[src/rtl/jal_execute_pkg.sv]
// Shared constants for the jal/jalr execute path: widths, the packed layout of
// the issue bundle, and the PC increments for compressed and normal encodings.
package jal_execute_pkg;
    localparam int RNBIT  = 2;
    localparam int DW     = 64;
    localparam int PIDX_W = 5 + RNBIT;
    localparam int INFO_W = 2 + PIDX_W + 3*DW + 1;

    // Field positions in jal_execute_info, LSB upward.
    localparam int INFO_RVC_BIT  = 0;
    localparam int INFO_IMM_LSB  = 1;
    localparam int INFO_PC_LSB   = INFO_IMM_LSB + DW;
    localparam int INFO_SRC1_LSB = INFO_PC_LSB + DW;
    localparam int INFO_RD0_LSB  = INFO_SRC1_LSB + DW;
    localparam int INFO_JALR_BIT = INFO_RD0_LSB + PIDX_W;
    localparam int INFO_JAL_BIT  = INFO_JALR_BIT + 1;

    localparam logic [DW-1:0] PC_INC_RVC = 64'd2;
    localparam logic [DW-1:0] PC_INC_STD = 64'd4;
endpackage

[src/rtl/jal_execute_pipe_skid.sv]
// Two-entry valid/ready register (output stage plus one skid entry). Upstream
// ready depends only on local state and flush, never on downstream ready.
module jal_execute_pipe_skid #(
    parameter int W = 8
) (
    input  logic         CLK,
    input  logic         RSTn,
    input  logic         flush,
    input  logic         in_valid,
    output logic         in_ready,
    input  logic [W-1:0] in_data,
    output logic         out_valid,
    input  logic         out_ready,
    output logic [W-1:0] out_data
);
    logic         out_valid_q, out_valid_d;
    logic [W-1:0] out_data_q, out_data_d;
    logic         skid_valid_q, skid_valid_d;
    logic [W-1:0] skid_data_q, skid_data_d;
    logic         accept;
    logic         drain;

    assign in_ready  = ~skid_valid_q & ~flush;
    assign accept    = in_valid & in_ready;
    assign drain     = out_valid_q & out_ready;
    assign out_valid = out_valid_q;
    assign out_data  = out_data_q;

    always_comb begin
        out_valid_d  = out_valid_q;
        out_data_d   = out_data_q;
        skid_valid_d = skid_valid_q;
        skid_data_d  = skid_data_q;
        if (skid_valid_q) begin
            if (drain) begin
                out_valid_d  = 1'b1;
                out_data_d   = skid_data_q;
                skid_valid_d = 1'b0;
            end
        end else if (accept) begin
            if (!out_valid_q || drain) begin
                out_valid_d = 1'b1;
                out_data_d  = in_data;
            end else begin
                skid_valid_d = 1'b1;
                skid_data_d  = in_data;
            end
        end else if (drain) begin
            out_valid_d = 1'b0;
        end
        // Flush drops both entries; data is left as-is since valid gates it.
        if (flush) begin
            out_valid_d  = 1'b0;
            skid_valid_d = 1'b0;
        end
    end

    always_ff @(posedge CLK or negedge RSTn) begin
        if (!RSTn) begin
            out_valid_q  <= 1'b0;
            out_data_q   <= '0;
            skid_valid_q <= 1'b0;
            skid_data_q  <= '0;
        end else begin
            out_valid_q  <= out_valid_d;
            out_data_q   <= out_data_d;
            skid_valid_q <= skid_valid_d;
            skid_data_q  <= skid_data_d;
        end
    end
endmodule

[src/rtl/jal_execute.sv]
// Execute stage for jal/jalr: computes the link value toward writeback and,
// for jalr, a one-cycle redirect carrying the resolved target back to fetch.
module jal_execute
    import jal_execute_pkg::*;
(
    input  logic              CLK,
    input  logic              RSTn,
    input  logic              jal_execute_vaild,
    output logic              jal_execute_ready,
    input  logic [INFO_W-1:0] jal_execute_info,
    output logic              jal_writeback_vaild,
    input  logic              jal_writeback_ready,
    output logic [DW-1:0]     jal_res,
    output logic [PIDX_W-1:0] jal_rd0,
    output logic              jalr_redirect_vaild,
    output logic [DW-1:0]     jalr_redirect_pc,
    input  logic              flush
);
    logic              jalr_op;
    logic              jal_op_unused;
    logic              is_rvc;
    logic [PIDX_W-1:0] rd0;
    logic [DW-1:0]     src1, pc, imm;
    logic [DW-1:0]     link, target;
    logic              accept;
    logic              redir_valid_q, redir_valid_d;
    logic [DW-1:0]     redir_pc_q, redir_pc_d;

    // jal targets are resolved in fetch, so the jal flag has no consumer here.
    assign jal_op_unused = jal_execute_info[INFO_JAL_BIT];
    assign jalr_op       = jal_execute_info[INFO_JALR_BIT];
    assign rd0           = jal_execute_info[INFO_RD0_LSB +: PIDX_W];
    assign src1          = jal_execute_info[INFO_SRC1_LSB +: DW];
    assign pc            = jal_execute_info[INFO_PC_LSB +: DW];
    assign imm           = jal_execute_info[INFO_IMM_LSB +: DW];
    assign is_rvc        = jal_execute_info[INFO_RVC_BIT];

    assign link   = pc + (is_rvc ? PC_INC_RVC : PC_INC_STD);
    assign target = (src1 + imm) & ~{{(DW-1){1'b0}}, 1'b1};
    assign accept = jal_execute_vaild & jal_execute_ready;

    jal_execute_pipe_skid #(
        .W (PIDX_W + DW)
    ) u_pipe_skid (
        .CLK       (CLK),
        .RSTn      (RSTn),
        .flush     (flush),
        .in_valid  (jal_execute_vaild),
        .in_ready  (jal_execute_ready),
        .in_data   ({rd0, link}),
        .out_valid (jal_writeback_vaild),
        .out_ready (jal_writeback_ready),
        .out_data  ({jal_rd0, jal_res})
    );

    always_comb begin
        redir_valid_d = accept & jalr_op & ~flush;
        redir_pc_d    = redir_pc_q;
        if (accept && jalr_op) begin
            redir_pc_d = target;
        end
    end

    always_ff @(posedge CLK or negedge RSTn) begin
        if (!RSTn) begin
            redir_valid_q <= 1'b0;
            redir_pc_q    <= '0;
        end else begin
            redir_valid_q <= redir_valid_d;
            redir_pc_q    <= redir_pc_d;
        end
    end

    assign jalr_redirect_vaild = redir_valid_q;
    assign jalr_redirect_pc    = redir_pc_q;
endmodule

[config.mk]
export PLATFORM = sky130hd
export DESIGN_NAME = jal_execute
export DESIGN_NICKNAME = d
export VERILOG_FILES = /design/src/rtl/jal_execute_pkg.sv /design/src/rtl/jal_execute_pipe_skid.sv /design/src/rtl/jal_execute.sv
export SDC_FILE = /design/constraint.sdc
export NUM_CORES = 1
export LEC_CHECK = 0
export ABC_AREA = 1
export BUFFER_PORTS_ARGS = -buffer_cell sky130_fd_sc_hd__clkbuf_2
export CORE_MARGIN = 4
export CORE_UTILIZATION = 30
export DETAILED_ROUTE_END_ITERATION = 7
export PLACE_DENSITY = 0.57
export SYNTH_ARGS = -nofsm -noshare
export SYNTH_HDL_FRONTEND = slang
export SYNTH_SLANG_ARGS = --single-unit
[constraint.sdc]
create_clock -name CLK -period 1.5 [get_ports CLK]
set_clock_uncertainty 0.05 [all_clocks]
set_input_delay 0.3 -clock CLK [delete_from_list [all_inputs] [get_ports CLK]]
set_output_delay 0.3 -clock CLK [all_outputs]
set_load 0.02 [all_outputs]
==> results of run 1 <==
-- repair_timing --
action	in CTS	in global routing
resized for setup	215	485
pin swaps	28	141
setup buffers	29	27
gates cloned	18	13
endpoints found under the setup margin	230	305
hold endpoints to repair	226	0
hold buffers	11	0
-- layer usage --
metal  part of all wire (%)  vias up  GRT usage (%)
li1                       -     9681              -
met1                     46     9029          34.27
met2                     44      651          36.62
met3                    6.8      112          3.456
met4                    2.8        0          7.018
met5                      0        -              0
-- layout make-up --
type	count	area, µm²
Fill cell	5227	25350
Multi-Input combinational cell	1939	11870
Timing Repair Buffer	831	6823
Sequential cell	208	5214
Inverter	386	1468
Tap cell	688	860.8
Clock buffer	39	770.7
Clock inverter	8	88.84
-- cell families after synthesis --
kind of cell	Yosys count	synth area share [%]
other	1	0.02360
adders and majority gates	66	5.292
AOI/OAI and AO/OA	276	9.222
xor gates and xnor gates	55	3.032
DFF	208	32.76
buffers and inverters	446	10.66
and+or+nand+nor	1541	39.01
-- critical path, stage by stage, from the launching register on --
cell	delay, ns
dfrtp_2	0.46
nor2_4	0.12
buf_6	0.12
nand2_8	0.06
nor3_4	0.19
buf_12	0.16
buf_12	0.11
buf_12	0.14
buf_16	0.13
a31oi_1	0.09
-- per-stage QoR --
stage	area, µm²	setup slack [ns]	power [W]	hold slack, ns
after floorplan	17070	-0.5937	0.01325	-0.04559
after global placement	22620	-0.9077	0.01745	0.08209
after detailed placement	22620	-0.9276	0.01750	0.08187
after CTS	25100	-0.2502	0.02505	0.01515
after global routing	27100	-0.3537	0.02765	0.04153
final	27100	-0.2828	0.02616	0.05251
-- flip-flops by register name, summed over array words and instances, names as in the netlist --
signal	count
jalr_redirect_pc	63
jalr_redirect_vaild	1
u_pipe_skid.out_data	71
u_pipe_skid.out_valid	1
u_pipe_skid.skid_data_q	71
u_pipe_skid.skid_valid_q	1
-- synthesized netlist by cell type, drive strengths merged (2+ instances only) --
master  instances
nand4          30
nor2          284
a31oi          39
fa              2
nand2        1029
xnor2          39
buf            19
nand3b         18
o21ai         122
nand3         125
xor2           16
or2             7
dfrtp         208
a21oi         106
inv           385
clkbuf         41
ha             64
nor3           45
o21a            6
-- power by group through the flow --
stage / sequential [W] / clock (W) / combinational, W
after CTS: 0.00843 / 0.00656 / 0.0101
after global routing: 0.00881 / 0.00683 / 0.0120
after global placement: 0.00842 / 0 / 0.00904
final: 0.00863 / 0.00642 / 0.0111
after floorplan: 0.00938 / 0 / 0.00386
after detailed placement: 0.00843 / 0 / 0.00908
-- final timing paths --
kind	start	end	depth (start not counted)
setup / recovery	u_pipe_skid.skid_valid_q$_DFF_PN0_	u_pipe_skid.skid_data_q[37]$_DFFE_PN0P_	9
hold / removal	jal_execute_info[103]	u_pipe_skid.skid_data_q[38]$_DFFE_PN0P_	3
setup reg to reg	u_pipe_skid.skid_valid_q$_DFF_PN0_	u_pipe_skid.skid_data_q[37]$_DFFE_PN0P_	9
hold reg to reg	u_pipe_skid.out_data[56]$_DFFE_PN0P_	u_pipe_skid.out_data[56]$_DFFE_PN0P_	2
max in group asynchronous	RSTn	jalr_redirect_pc[48]$_DFFE_PN0P_	4
min in group asynchronous	RSTn	u_pipe_skid.out_data[59]$_DFFE_PN0P_	2
==> out/metrics.cfg, run 1 <==
[routing]
post_drt_wl_per_cell_um=17.82
ant_nets=0
routed_wl_um=73060
drt_iter0_drc=1289
viasPerCell=4.751
drt_pass1_iterations=5
vias=19470
drcViolationCount=0

[clock_tree]
cts_tree=built
cts_htree_levels=1
cts.path.max_buffers=3
cts_buffers=27
clock_tree.root_cell=clkbuf_16
clk_pin_slew_worst_paths_ns=0.06
cts.sinks=208
clk_latency_ns=0.56

[synthesis]
ys_warn_count=0
async_flop_share_pct=100.0
synthTopCellsByArea=dfrtp_1 33%, nand2_1 24%, inv_1 9.1%, nor2_1 6.6%, ha_1 5.0%
synth_seq_cells=208
syn_inst=2593
ys_seq_area_share_pct=32.76
ys_types=38
avgSynthCellArea_um2=6.127
syn_nets=2866
synth-edff-count=0
netlist.area_leader.share_pct=32.76
synth_ff_type=dfrtp_1
netlist_area_mm2=0.01589
synth_area_leader_cell=dfrtp_1

[place]
place_congestion=0.9640
port_buffers=342
dp.cells=3962
hpwl_um=54850

[pwr]
ir_drop_mv=0.6615
p_comb_share_pct=42.5
pwr-share-seq_pct=33.0
power_switching_share_pct=39.35
leakage_nw=14.13
p_per_area_mw_per_mm2=965.5
power.share.clock_pct=24.5
p_int_w=0.01587
switchingPower_w=0.01030

[critical_path]
arrival_ns=2.17
ff2ff_setup_slack_ns=-0.28
critical_path_peak_fanout=5
crit_required_ns=1.89
cp-start-kind=register
critPathCaptureType=register
worstSetupPathType=reg -> reg

[layout]
drive_gt1_share_pct=41.16
fin_cells=4099
final_cell_mix=842 x nand2_1, 378 x buf_4, 360 x inv_1
area_growth_pct=70.55
fin_util_pct=51.67
diodes=0
final_common_cell=nand2_1
fin_nets=3666

[grt]
grt-ovfl-total=0
track_usage_pct=23.64
grt_pass1_wl_um=105000
grt_max_degree=52
first_global_vias=18270
antenna_found_initial=1

[die]
start_util_pct=30.29
die_area_mm2=0.05671
num_rows=84
die_w_um=238.1
ios=345
die_y_um=238.1
fp.coreArea_mm2=0.05245

[timing]
setup_viol=230
rsz0062_at_grt=yes
post-route-period-util_pct=118.9
layout_min_cycle_time_ns=1.783
tns_ns=-29.36
setup_ws_ns=-0.2828
max_freq_mhz=560.9
report.final.slew_viol_count=0
hold_violations=0

[job]
max_cap_viol_count=0

[run_status]
violations=setup timing
status=finished, violations left

[hold_path]
hp-class=in -> reg

Power figures use the tool's default switching activity.
==> run 2, diff against run 1 <==
Clock period 1.5 ns to 1.6 ns, I/O delays scaled along.
==> out/metrics.cfg, run 2 (same netlist as run 1, synthesis figures left out) <==
[pwr]
power_switching_share_pct=38.39
ir_drop_mv=0.7193
p_per_area_mw_per_mm2=941.4
p_int_w=0.01475
switchingPower_w=0.009191
pwr-share-seq_pct=33.2
leakage_nw=13.52
p_total_w=0.02394
p_comb_share_pct=38.7
power.share.clock_pct=28.1

[clock_tree]
cts.path.max_buffers=3
cts_tree=built
clk_latency_ns=0.58
clock_tree.root_cell=clkbuf_16
cts_buffers=28
cts.sinks=208
clk_pin_slew_worst_paths_ns=0.06
cts_htree_levels=1

[critical_path]
critPathBufInv=6
arrival_ns=2.11
crit_required_ns=1.99
worstReg2RegStart=u_pipe_skid.skid_valid_q$_DFF_PN0_
ff2ff_path_depth=9
cpPeakStageDelay_ns=0.43
critical_path_peak_fanout=8
crit_chain=buf_4 -> buf_4 -> inv_2 -> nand2_2 -> nand2_8 -> inv_8 -> buf_12 -> buf_4 -> o21a_1
slowest_stage=dfrtp_2
ff2ff_setup_slack_ns=-0.11
cp-start-kind=register
path_common_cell=buf_4
worstSetupPathType=reg -> reg
critPathTopFamily=buffers and inverters
r2r_end=u_pipe_skid.out_data[4]$_DFFE_PN0P_
critPathCaptureType=register

[layout]
area_growth_pct=60.06
fin_area_mm2=0.02543
final_common_cell=nand2_1
fin_cells=4061
drive_gt1_share_pct=35.32
final_cell_mix=923 x nand2_1, 371 x inv_1, 357 x buf_4
fin_nets=3620

[die]
start_util_pct=30.29
ios=345
die_y_um=238.1
num_rows=84
die_area_mm2=0.05671
die_w_um=238.1
fp.coreArea_mm2=0.05245

[routing]
viasPerCell=4.661
vias=18930
drt_iter0_drc=1139
post_drt_wl_per_cell_um=17.26
ant_nets=0
routed_wl_um=70090
drt_pass1_iterations=5
drcViolationCount=0

[grt]
track_usage_pct=23.14
first_global_vias=17990
grt_max_degree=60
grt-ovfl-total=0
grt_pass1_wl_um=103500
antenna_found_initial=3

[place]
dpl_cell_area_mm2=0.02227
post-place-ws_ns=-0.8551
hpwl_um=53420
port_buffers=342
dp.cells=3937
place_congestion=0.9707

[timing]
setup_viol=141
setup_ws_ns=-0.1128
max_freq_mhz=583.8
layout_min_cycle_time_ns=1.713
tns_ns=-7.496
post-route-period-util_pct=107.1
rsz0062_at_grt=yes
report.final.slew_viol_count=0
hold_violations=0

[hold_path]
worstHoldPathCells=3
min_to=u_pipe_skid.skid_data_q[50]$_DFFE_PN0P_
hp-start=jal_execute_info[115]
hp-class=in -> reg

[job]
max_cap_viol_count=0

[run_status]
status=finished, violations left
violations=setup timing

run 2: metrics by stage:
stage	hold slack, ns	util [%]
2_1_floorplan	-0.02559	-
3_3_place_gp	0.1334	42.46
3_5_place_dp	0.1401	42.46
4_1_cts	0.001366	46.40
5_1_grt	0.02944	48.48
6_report	0.02417	48.49
run 2: cell type report:
cell class | count | area, µm²
Antenna cell | 4 | 10.01
Clock inverter | 16 | 211.5
Clock buffer | 36 | 772.0
Fill cell | 5345 | 27020
Multi-Input combinational cell | 1939 | 10920
Sequential cell | 208 | 5214
Inverter | 386 | 1470
Tap cell | 688 | 860.8
Timing Repair Buffer | 784 | 5969
run 2: how the worst max path moves through the flow:
stage                                  startpoint                                      to  slack (ns)  depth (start not counted)
3_5_place_dp                  jal_execute_info[0]    u_pipe_skid.out_data[55]$_DFFE_PN0P_       -0.86                         14
2_1_floorplan                 jal_execute_info[0]    u_pipe_skid.out_data[57]$_DFFE_PN0P_       -0.51                         13
3_3_place_gp                  jal_execute_info[0]    u_pipe_skid.out_data[55]$_DFFE_PN0P_       -0.83                         14
6_report       u_pipe_skid.skid_valid_q$_DFF_PN0_     u_pipe_skid.out_data[4]$_DFFE_PN0P_       -0.11                          9
5_1_grt        u_pipe_skid.skid_valid_q$_DFF_PN0_  u_pipe_skid.skid_data_q[5]$_DFFE_PN0P_       -0.21                         10
4_1_cts        u_pipe_skid.skid_valid_q$_DFF_PN0_                       jal_execute_ready       -0.16                          3
run 2: what timing repair did:
action | CTS | global route
endpoints found under the setup margin | 145 | 185
pin swaps | 34 | 47
cloned | 12 | 13
resized for setup | 143 | 213
hold buffers | 10 | 0
hold endpoints to repair | 225 | 0
buffers inserted | 23 | 13
run 2: worst min-delay path: stages:
cell and delay (ns):
clkbuf_2 0.11, nand2_1 0.10, a31oi_1 0.08
run 2: layer usage:
layer,part of all wire (%),GRT usage (%),up-vias
met5,0,0,-
met4,3.1,6.544,0
met3,6.1,3.595,113
met2,45,36.31,583
met1,46,33.16,8637
li1,-,-,9597
run 2: power by group through the flow:
stage / combinational (W) / clock [W] / sequential [W]
global placement: 0.00832 / 0 / 0.00789
floorplan: 0.00355 / 0 / 0.00880
finish: 0.00926 / 0.00674 / 0.00794
CTS: 0.00885 / 0.00688 / 0.00786
detailed placement: 0.00838 / 0 / 0.00790
global route: 0.0102 / 0.00709 / 0.00811
